**config.mk**
```make
export PLATFORM = sky130hd
export DESIGN_NAME = mem_arbiter_flat
export DESIGN_NICKNAME = d
export VERILOG_FILES = /design/src/rtl/rv32i_pkg.sv /design/src/rtl/mem_arbiter_if.sv /design/src/rtl/mem_arb_pick.sv /design/src/rtl/mem_arbiter.sv /design/src/flat_wrapper.sv
export SDC_FILE = /design/constraint.sdc
export NUM_CORES = 1
export LEC_CHECK = 0
export BUFFER_PORTS_ARGS = -buffer_cell sky130_fd_sc_hd__buf_2
export CAP_MARGIN = 20
export CORE_MARGIN = 3
export CORE_UTILIZATION = 38
export DETAILED_ROUTE_END_ITERATION = 7
export PLACE_DENSITY = 0.78
export SYNTH_ARGS = -nofsm -noshare
export SYNTH_HDL_FRONTEND = slang
export SYNTH_SLANG_ARGS = --single-unit
```
**constraint.sdc**
```tcl
create_clock -name i_clk -period 1.7 [get_ports i_clk]
set_input_delay 0.425 -clock i_clk [delete_from_list [all_inputs] [get_ports i_clk]]
set_output_delay 0.425 -clock i_clk [all_outputs]
set_load 0.005 [all_outputs]
```
**src/rtl/rv32i_pkg.sv**
```systemverilog
// Shared types for the memory arbiter: owner tags, FSM states and the
// default starvation limit.
package rv32i_pkg;

  typedef enum logic {
    OWN_IF,
    OWN_LS
  } MemOwner_e;

  typedef enum logic [1:0] {
    ARB_IDLE,
    ARB_REQ,
    ARB_RSP
  } MemArbState_e;

  localparam int unsigned MEM_ARB_STARVE_MAX = 4;

endpackage

```
**src/rtl/mem_arbiter_if.sv**
```systemverilog
// Bundle of the fetch, LSU and shared-memory handshakes around mem_arbiter.
// slave = the arbiter's view, master = requesters plus memory.
interface mem_arbiter_if;
  logic        i_if_req;
  logic [31:0] i_if_addr;
  logic        o_if_gnt;
  logic        o_if_rvalid;
  logic [31:0] o_if_rdata;

  logic        i_ls_req;
  logic        i_ls_we;
  logic [3:0]  i_ls_be;
  logic [31:0] i_ls_addr;
  logic [31:0] i_ls_wdata;
  logic        o_ls_gnt;
  logic        o_ls_rvalid;
  logic [31:0] o_ls_rdata;

  logic        o_mem_req;
  logic        o_mem_we;
  logic [3:0]  o_mem_be;
  logic [31:0] o_mem_addr;
  logic [31:0] o_mem_wdata;
  logic        i_mem_gnt;
  logic        i_mem_rvalid;
  logic [31:0] i_mem_rdata;

  logic        o_busy;

  modport slave (
    input  i_if_req, i_if_addr,
    output o_if_gnt, o_if_rvalid, o_if_rdata,
    input  i_ls_req, i_ls_we, i_ls_be, i_ls_addr, i_ls_wdata,
    output o_ls_gnt, o_ls_rvalid, o_ls_rdata,
    output o_mem_req, o_mem_we, o_mem_be, o_mem_addr, o_mem_wdata,
    input  i_mem_gnt, i_mem_rvalid, i_mem_rdata,
    output o_busy
  );

  modport master (
    output i_if_req, i_if_addr,
    input  o_if_gnt, o_if_rvalid, o_if_rdata,
    output i_ls_req, i_ls_we, i_ls_be, i_ls_addr, i_ls_wdata,
    input  o_ls_gnt, o_ls_rvalid, o_ls_rdata,
    input  o_mem_req, o_mem_we, o_mem_be, o_mem_addr, o_mem_wdata,
    output i_mem_gnt, i_mem_rvalid, i_mem_rdata,
    input  o_busy
  );
endinterface

```
**src/rtl/mem_arb_pick.sv**
```systemverilog
// Priority pick between fetch and LSU: LSU first, but fetch is forced through
// after STARVE_MAX consecutive LSU wins while it waits.
module mem_arb_pick
  import rv32i_pkg::*;
#(
  parameter int unsigned STARVE_MAX = MEM_ARB_STARVE_MAX
) (
  input  logic      clk_i,
  input  logic      rst_ni,
  input  logic      arb_en_i,
  input  logic      if_req_i,
  input  logic      ls_req_i,
  output logic      pick_vld_o,
  output MemOwner_e pick_own_o
);

  localparam logic [3:0] STARVE_LIM = 4'(STARVE_MAX);

  logic [3:0] starve_q, starve_d;
  logic       ls_win;

  always_comb begin
    ls_win     = ls_req_i && ((starve_q < STARVE_LIM) || !if_req_i);
    pick_vld_o = ls_win || if_req_i;
    pick_own_o = ls_win ? OWN_LS : OWN_IF;

    starve_d = starve_q;
    if (arb_en_i && pick_vld_o) begin
      // Only LSU wins over a waiting fetch count; any other grant resets.
      if (ls_win && if_req_i) begin
        starve_d = (starve_q < STARVE_LIM) ? starve_q + 4'd1 : starve_q;
      end else begin
        starve_d = '0;
      end
    end
  end

  always_ff @(posedge clk_i) begin
    if (!rst_ni) begin
      starve_q <= '0;
    end else begin
      starve_q <= starve_d;
    end
  end

endmodule

```
**src/rtl/mem_arbiter.sv**
```systemverilog
// Single-outstanding arbiter sharing one memory port between instruction
// fetch and the LSU; request fields are latched at selection.
module mem_arbiter
  import rv32i_pkg::*;
#(
  parameter int unsigned STARVE_MAX = MEM_ARB_STARVE_MAX
) (
  input  logic          i_clk,
  input  logic          i_rst_n,
  mem_arbiter_if.slave  bus
);

  MemArbState_e state_q;
  MemOwner_e    owner_q;
  logic         we_q;
  logic [3:0]   be_q;
  logic [31:0]  addr_q;
  logic [31:0]  wdata_q;

  logic         arb_en;
  logic         pick_vld;
  MemOwner_e    pick_own;
  logic         rsp_hit;

  // Re-arbitration also happens on the response beat so back-to-back
  // transactions skip IDLE.
  assign arb_en  = (state_q == ARB_IDLE) || ((state_q == ARB_RSP) && bus.i_mem_rvalid);
  assign rsp_hit = (state_q == ARB_RSP) && bus.i_mem_rvalid;

  mem_arb_pick #(
    .STARVE_MAX (STARVE_MAX)
  ) u_pick (
    .clk_i      (i_clk),
    .rst_ni     (i_rst_n),
    .arb_en_i   (arb_en),
    .if_req_i   (bus.i_if_req),
    .ls_req_i   (bus.i_ls_req),
    .pick_vld_o (pick_vld),
    .pick_own_o (pick_own)
  );

  always_ff @(posedge i_clk) begin
    if (!i_rst_n) begin
      state_q <= ARB_IDLE;
      owner_q <= OWN_IF;
      we_q    <= 1'b0;
      be_q    <= '0;
      addr_q  <= '0;
      wdata_q <= '0;
    end else begin
      case (state_q)
        ARB_IDLE, ARB_RSP: begin
          if (arb_en) begin
            if (pick_vld) begin
              state_q <= ARB_REQ;
              owner_q <= pick_own;
              if (pick_own == OWN_LS) begin
                we_q    <= bus.i_ls_we;
                be_q    <= bus.i_ls_be;
                addr_q  <= bus.i_ls_addr;
                wdata_q <= bus.i_ls_wdata;
              end else begin
                we_q    <= 1'b0;
                be_q    <= '1;
                addr_q  <= bus.i_if_addr;
                wdata_q <= '0;
              end
            end else begin
              state_q <= ARB_IDLE;
            end
          end
        end
        ARB_REQ: begin
          if (bus.i_mem_gnt) begin
            state_q <= ARB_RSP;
          end
        end
        default: state_q <= ARB_IDLE;
      endcase
    end
  end

  assign bus.o_mem_req   = (state_q == ARB_REQ);
  assign bus.o_mem_we    = we_q;
  assign bus.o_mem_be    = be_q;
  assign bus.o_mem_addr  = addr_q;
  assign bus.o_mem_wdata = wdata_q;
  assign bus.o_busy      = (state_q != ARB_IDLE);

  assign bus.o_if_gnt    = bus.o_mem_req && (owner_q == OWN_IF) && bus.i_mem_gnt;
  assign bus.o_ls_gnt    = bus.o_mem_req && (owner_q == OWN_LS) && bus.i_mem_gnt;
  assign bus.o_if_rvalid = rsp_hit && (owner_q == OWN_IF);
  assign bus.o_ls_rvalid = rsp_hit && (owner_q == OWN_LS);
  assign bus.o_if_rdata  = bus.o_if_rvalid ? bus.i_mem_rdata : '0;
  assign bus.o_ls_rdata  = bus.o_ls_rvalid ? bus.i_mem_rdata : '0;

endmodule
```
**src/flat_wrapper.sv**
```systemverilog
// flat-port wrapper written by rule: the top's interface ports become plain ports
module mem_arbiter_flat import rv32i_pkg::*;
#(
  parameter int unsigned STARVE_MAX = MEM_ARB_STARVE_MAX
)
  (i_clk, i_rst_n, bus_i_if_req, bus_i_if_addr, bus_o_if_gnt, bus_o_if_rvalid, bus_o_if_rdata, bus_i_ls_req, bus_i_ls_we, bus_i_ls_be, bus_i_ls_addr, bus_i_ls_wdata, bus_o_ls_gnt, bus_o_ls_rvalid, bus_o_ls_rdata, bus_o_mem_req, bus_o_mem_we, bus_o_mem_be, bus_o_mem_addr, bus_o_mem_wdata, bus_i_mem_gnt, bus_i_mem_rvalid, bus_i_mem_rdata, bus_o_busy);
  mem_arbiter_if bus_i ();
  input  logic i_clk;
  input  logic i_rst_n;
  input wire logic [$bits(bus_i.i_if_req)-1:0] bus_i_if_req;
  input wire logic [$bits(bus_i.i_if_addr)-1:0] bus_i_if_addr;
  output wire logic [$bits(bus_i.o_if_gnt)-1:0] bus_o_if_gnt;
  output wire logic [$bits(bus_i.o_if_rvalid)-1:0] bus_o_if_rvalid;
  output wire logic [$bits(bus_i.o_if_rdata)-1:0] bus_o_if_rdata;
  input wire logic [$bits(bus_i.i_ls_req)-1:0] bus_i_ls_req;
  input wire logic [$bits(bus_i.i_ls_we)-1:0] bus_i_ls_we;
  input wire logic [$bits(bus_i.i_ls_be)-1:0] bus_i_ls_be;
  input wire logic [$bits(bus_i.i_ls_addr)-1:0] bus_i_ls_addr;
  input wire logic [$bits(bus_i.i_ls_wdata)-1:0] bus_i_ls_wdata;
  output wire logic [$bits(bus_i.o_ls_gnt)-1:0] bus_o_ls_gnt;
  output wire logic [$bits(bus_i.o_ls_rvalid)-1:0] bus_o_ls_rvalid;
  output wire logic [$bits(bus_i.o_ls_rdata)-1:0] bus_o_ls_rdata;
  output wire logic [$bits(bus_i.o_mem_req)-1:0] bus_o_mem_req;
  output wire logic [$bits(bus_i.o_mem_we)-1:0] bus_o_mem_we;
  output wire logic [$bits(bus_i.o_mem_be)-1:0] bus_o_mem_be;
  output wire logic [$bits(bus_i.o_mem_addr)-1:0] bus_o_mem_addr;
  output wire logic [$bits(bus_i.o_mem_wdata)-1:0] bus_o_mem_wdata;
  input wire logic [$bits(bus_i.i_mem_gnt)-1:0] bus_i_mem_gnt;
  input wire logic [$bits(bus_i.i_mem_rvalid)-1:0] bus_i_mem_rvalid;
  input wire logic [$bits(bus_i.i_mem_rdata)-1:0] bus_i_mem_rdata;
  output wire logic [$bits(bus_i.o_busy)-1:0] bus_o_busy;
  assign bus_i.i_if_req = bus_i_if_req;
  assign bus_i.i_if_addr = bus_i_if_addr;
  assign bus_o_if_gnt = bus_i.o_if_gnt;
  assign bus_o_if_rvalid = bus_i.o_if_rvalid;
  assign bus_o_if_rdata = bus_i.o_if_rdata;
  assign bus_i.i_ls_req = bus_i_ls_req;
  assign bus_i.i_ls_we = bus_i_ls_we;
  assign bus_i.i_ls_be = bus_i_ls_be;
  assign bus_i.i_ls_addr = bus_i_ls_addr;
  assign bus_i.i_ls_wdata = bus_i_ls_wdata;
  assign bus_o_ls_gnt = bus_i.o_ls_gnt;
  assign bus_o_ls_rvalid = bus_i.o_ls_rvalid;
  assign bus_o_ls_rdata = bus_i.o_ls_rdata;
  assign bus_o_mem_req = bus_i.o_mem_req;
  assign bus_o_mem_we = bus_i.o_mem_we;
  assign bus_o_mem_be = bus_i.o_mem_be;
  assign bus_o_mem_addr = bus_i.o_mem_addr;
  assign bus_o_mem_wdata = bus_i.o_mem_wdata;
  assign bus_i.i_mem_gnt = bus_i_mem_gnt;
  assign bus_i.i_mem_rvalid = bus_i_mem_rvalid;
  assign bus_i.i_mem_rdata = bus_i_mem_rdata;
  assign bus_o_busy = bus_i.o_busy;
  mem_arbiter #(.STARVE_MAX(STARVE_MAX)) u_core (.i_clk(i_clk), .i_rst_n(i_rst_n), .bus(bus_i));
endmodule
```
==> impl_metrics.toml, run 1 <==
[run_status]
outcome = "finished, violations left"
violations = "negative setup slack"

[timing]
worst_slew_pin_slew_ns = 0.389
finalHoldViolCount = 0
fin_crit_sh_pct = 114
slew-limit-headroom_pct = 74.0
final.setup.tns_ns = -11.86
setup_violations = 67
rsz0062_at_grt = "true"
fmax_mhz = 518
period_minus_slack_ns = 1.93
maxSlewViolCount = 0
fin_skew_ns = 0.00740
fin_ws_ns = -0.232

[clocking]
h-tree-depth = 3
cts_buffer_depth = 2
cts_root_buf = "clkbuf_8"
clk_pin_slew_worst_paths_ns = 0.08
numCtsBuffers = 9
cts_tree = "done"
cts.sinks = 76
worst_skew_pair.late_latency_ns = 0.34

[yosys]
netlist_area_um2 = 4010
synth_nets = 630
synth.top_cell.area_share_pct = 37.9
yosysSeqAreaShare_pct = 37.9
yosys-top-cells-area = "dfxtp_1 38%, and2_1 10%, o311a_1 8.0%"
yosys_register_bits = 76
syn_inst = 490
yosys_warnings = 0
synth_top_cell_by_area = "dfxtp_1"
avgSynthCellArea_um2 = 8.19
yosysUniqueCellTypes = 31

[critical_path]
arrival_ns = 1.51
critPathLaunchType = "flop"
path_cells = "and4bb_4 > buf_6 > and2_4 > buf_6"
endpoint_kind = "output port"
cp.required_ns = 1.27
crit_type = "reg -> out"
crit_path_max_incr_delay_ns = 0.41
cpMostUsedCell = "buf_6"
critPathBufInv = 2
cp_top_family = "simple AND/OR/NAND/NOR gates"
slowest_stage = "and4bb_4"
crit_fanout = 8

[power_and_ir_drop]
ir_worst_vdd_v = 0.000596
power.total_mw = 4.52
p_sw_mw = 1.27
comb_power_share_pct = 23.8
powerDensity_nw_per_um2 = 717
seqPwrFrac_pct = 44.5
leakage_nw = 3.28
pwr-share-clk_pct = 31.8
p_int_mw = 3.25
p_sw_share_pct = 28.1

[cells_and_area]
drive_gt1_share_pct = 48.9
final_nets = 892
area_growth_pct = 57.3

[flow_run]
maxCapViolCount = 0

[routing]
drtAntennaViolNets = 0
vias = 4676
wl_per_cell_um = 16.7
dr.pass1.iters = 5
vias_per_cell = 5.25
drt_wl_total_um = 14900
drt_iter0_markers = 387
drc = 0

[die]
rows = 36
initial_core_util_pct = 40.1
dieArea_um2 = 11800
die_h_um = 109
core_area_um2 = 10000
die_width_um = 109
ios = 278

[global_routing]
grt-ovfl-total = 0
grt_pass1_vias = 4417
grt_pass1_wl_um = 21000
antenna_found_initial = 1
grt_usage_pct = 21.9
grt_max_degree = 67

[placement]
routabilityCongestion = 0.787
detailed_place_hpwl_um = 9980
io_buffers = 277

[worst_hold_path]
hold_class = "in -> reg"
==> synthesized netlist by cell type (all sizes together) <==
master and instances:
and2 64, and4bb 1, and4b 1, nand2 70, nand3b 1, nor3 2, clkbuf 47, o221a 5
and3 34, and2b 1, o311a 32, or3 1, nor2b 2, buf 8, nor4b 1, o21ai 1
nand4bb 1, inv 32, ha 1, o22ai 35, a22oi 1, nor2 3, a21boi 34, dfxtp 76
nand3 1, nand2b 1, or2 1, o31ai 33
==> worst paths after layout <==
check / from / endpoint / slack (ns) / cells past startpoint
worst max-delay path: u_core.owner_q$_SDFFE_PN0P_ / bus_o_if_rdata[9] / -0.23 / 4
worst min-delay path: bus_i_ls_wdata[17] / u_core.bus.o_mem_wdata[17]$_SDFFE_PN0P_ / 0.33 / 3
worst max register to register: u_core.state_q[1]$_SDFFE_PN0P_ / u_core.bus.o_mem_addr[15]$_SDFFE_PN0P_ / 0.08 / 5
worst min register to register: u_core.bus.o_mem_wdata[8]$_SDFFE_PN0P_ / u_core.bus.o_mem_wdata[8]$_SDFFE_PN0P_ / 0.47 / 2
==> layout by cell type (no fill, tap or decap), types with 5 or more instances in the layout <==
| cell type | instances |
|---|---|
| a21boi_0 | 23 |
| a21boi_1 | 11 |
| and2_1 | 30 |
| and2_4 | 34 |
| and3_1 | 33 |
| buf_12 | 10 |
| buf_2 | 240 |
| buf_4 | 11 |
| buf_6 | 41 |
| clkbuf_8 | 11 |
| dfxtp_1 | 73 |
| inv_1 | 32 |
| nand2_1 | 69 |
| o221a_1 | 5 |
| o22ai_1 | 35 |
| o311a_1 | 32 |
| o31ai_1 | 33 |
==> metrics by stage <==
stage	hold WS (ns)	cells	cell area [µm²]	setup slack, ns	util [%]
finish	0.332	891	6310	-0.232	63.1
global route	0.319	891	6310	-0.288	63.1
CTS	0.315	888	5950	-0.221	59.5
detailed placement	0.457	865	5630	-0.0139	56.3
global placement	0.451	865	5630	0.0169	56.3
floorplan	0.450	490	4010	0.111	-
==> worst register-to-register path: stages, from the launching register on <==
cell     delay (ns)
dfxtp_2        0.34
buf_6          0.11
nor2b_4        0.12
or3_1          0.37
buf_4          0.21
o311a_1        0.36
==> final cells by class <==
cell class | count | area (µm²)
Timing Repair Buffer | 306 | 2040
Clock buffer | 11 | 151
Fill cell | 817 | 3690
Multi-Input combinational cell | 327 | 2240
Clock inverter | 5 | 58.8
Sequential cell | 76 | 1530
Antenna cell | 1 | 2.50
Inverter | 32 | 120
Tap cell | 133 | 166
==> what timing repair did <==
action	4_1_cts	5_1_grt
buffers inserted	5	1
setup endpoints to repair	68	69
resized for setup	7	80
pin swaps	2	24
gates cloned	2	3
hold buffers	0	0
==> layer usage <==
layer  up-vias  wire length [µm]  part of all wire, %  GRT usage [%]
li1       2255                 -                    -              -
met1      2181              5980                   40           27.4
met2       202              7610                   51           37.1
met3        38               850                  5.7           4.20
met4         0               418                  2.8           8.57
met5         -                 0                    0              0
==> state kept, by name, summed over array words and instances (netlist names) <==
register / cells
u_core.bus.o_mem_we: 1
u_core.owner_q: 1
u_core.bus.o_mem_addr: 32
u_core.state_q: 2
u_core.bus.o_mem_be: 4
u_core.bus.o_mem_wdata: 32
u_core.u_pick.starve_q: 4
==> cells by family after synthesis <==
| logic type | Yosys count | synth area share [%] |
|---|---|---|
| flops | 76 | 37.9 |
| compound gates | 141 | 27.7 |
| fa+ha+maj | 1 | 0.312 |
| simple gates | 185 | 24.9 |
| buf+inv | 87 | 9.17 |
==> power groups by stage <==
stage,sequential [mW],combinational (mW),clock [mW]
floorplan,2.06,0.518,0
global placement,2.04,0.981,0
detailed placement,2.05,1.02,0
CTS,2.01,1.04,1.48
global route,2.03,1.18,1.56
finish,2.01,1.07,1.44
(Power assumes the default switching activity.)
==> inputs of run 2 (changes only) <==
Settings changed: CTS_CLUSTER_DIAMETER set to 60, SETUP_SLACK_MARGIN set to 0.05.
==> impl_metrics.toml, run 2 (synthesized netlist as in run 1, its figures left out) <==
[routing]
dr.pass1.iters = 5
wl_per_cell_um = 16.7
drc = 0
drt_wl_total_um = 14900
drt_iter0_markers = 401
vias = 4697
drtAntennaViolNets = 0
vias_per_cell = 5.27

[die]
core_area_um2 = 10000
die_width_um = 109
ios = 278
rows = 36
die_h_um = 109
initial_core_util_pct = 40.1
dieArea_um2 = 11800

[global_routing]
grt_max_degree = 67
grt-ovfl-total = 0
grt_usage_pct = 21.9
grt_pass1_wl_um = 21000
antenna_found_initial = 1
grt_pass1_vias = 4417

[timing]
period_minus_slack_ns = 1.93
finalHoldViolCount = 0
hold_slack_ns = 0.333
worst_slew_pin_slew_ns = 0.394
setup_violations = 67
maxSlewViolCount = 0
rsz0062_at_grt = "true"
fmax_mhz = 519
fin_crit_sh_pct = 113
slew-limit-headroom_pct = 73.7
final.setup.tns_ns = -11.76
fin_skew_ns = 0.00848
fin_ws_ns = -0.227

[worst_hold_path]
hold_class = "in -> reg"

[cells_and_area]
area_growth_pct = 57.9
final_core_util_pct = 63.3
layout_common_cells = "240 x buf_2, 73 x dfxtp_1, 69 x nand2_1"
stdcell_count = 891
layout_commonest_cell = "buf_2"
drive_gt1_share_pct = 49.0
fin_area_um2 = 6330
final_nets = 892

[clocking]
cts_tree = "done"
worst_skew_pair.late_latency_ns = 0.34
cts_buffer_depth = 2
cts.sinks = 76
numCtsBuffers = 9
clk_pin_slew_worst_paths_ns = 0.08
h-tree-depth = 3
cts_root_buf = "clkbuf_8"
cts_hold_buf = 0

[critical_path]
crit_fanout = 16
arrival_ns = 1.50
r2r-end = "u_core.bus.o_mem_addr[31]$_SDFFE_PN0P_"
reg2reg_from = "u_core.state_q[1]$_SDFFE_PN0P_"
setup.worst_path.end = "bus_o_ls_rdata[25]"
crit_type = "reg -> out"
startpoint = "u_core.state_q[0]$_SDFFE_PN0P_"
rrSetupSlack_ns = 0.13
reg2reg_depth = 5
cp.required_ns = 1.27
critPathLaunchType = "flop"
endpoint_kind = "output port"

[power_and_ir_drop]
powerDensity_nw_per_um2 = 716
power.total_mw = 4.54
leakage_nw = 3.29
ir_worst_vdd_v = 0.000594

[placement]
dp_cells = 865
detailed_place_hpwl_um = 9980
pre_cts_slack_ns = -0.0139
routabilityCongestion = 0.787
place_area_um2 = 5630
io_buffers = 277

[run_status]
outcome = "finished, violations left"
violations = "negative setup slack"

[flow_run]
maxCapViolCount = 0
run 2: worst min-delay path by stage:
| stage | start | endpoint | slack [ns] | cells past startpoint |
|---|---|---|---|---|
| 3_5_place_dp | u_core.bus.o_mem_wdata[31]$_SDFFE_PN0P_ | u_core.bus.o_mem_wdata[31]$_SDFFE_PN0P_ | 0.46 | 2 |
| 2_1_floorplan | u_core.u_pick.starve_q[1]$_SDFFE_PN0P_ | u_core.u_pick.starve_q[1]$_SDFFE_PN0P_ | 0.45 | 2 |
| 4_1_cts | bus_i_ls_wdata[17] | u_core.bus.o_mem_wdata[17]$_SDFFE_PN0P_ | 0.32 | 3 |
| 3_3_place_gp | u_core.bus.o_mem_wdata[24]$_SDFFE_PN0P_ | u_core.bus.o_mem_wdata[24]$_SDFFE_PN0P_ | 0.45 | 2 |
| 6_report | bus_i_ls_wdata[17] | u_core.bus.o_mem_wdata[17]$_SDFFE_PN0P_ | 0.33 | 3 |
| 5_1_grt | bus_i_ls_wdata[17] | u_core.bus.o_mem_wdata[17]$_SDFFE_PN0P_ | 0.32 | 3 |
run 2: layer usage:
metal / global-route usage (%) / share of wire, % / vias up
met5: 0 / 0 / -
met4: 8.57 / 2.8 / 0
met3: 4.20 / 5.9 / 34
met2: 37.1 / 51 / 207
met1: 27.4 / 41 / 2197
li1: - / - / 2259
run 2: final cells by class:
class / count / area [µm²]
antenna: 1 / 2.50
timing repair buffer: 306 / 2040
inverter: 32 / 120
sequential: 76 / 1530
multi-input combinational: 327 / 2260
clock buffer: 11 / 151
tap: 133 / 166
clock inverter: 5 / 58.8
fill: 816 / 3670
run 2: repair_timing:
action | in CTS | in global routing
endpoints found under the setup margin | 68 | 79
endpoints found under the hold margin | 0 | 0
cloned | 2 | 3
gates resized for setup | 7 | 84
setup buffers | 5 | 1
pin swaps | 2 | 24
run 2: worst max-delay path: stages, from the launching register on:
cell	delay, ns
dfxtp_4	0.36
and4b_2	0.33
buf_8	0.16
and2_1	0.18
buf_2	0.13
run 2: where the power goes:
part / leakage (nW) / switching (mW) / internal (mW)
clock: 0.102 / 0.678 / 0.762
combinational: 2.56 / 0.522 / 0.563
sequential: 0.628 / 0.0770 / 1.93
total: 3.29 / 1.28 / 3.26
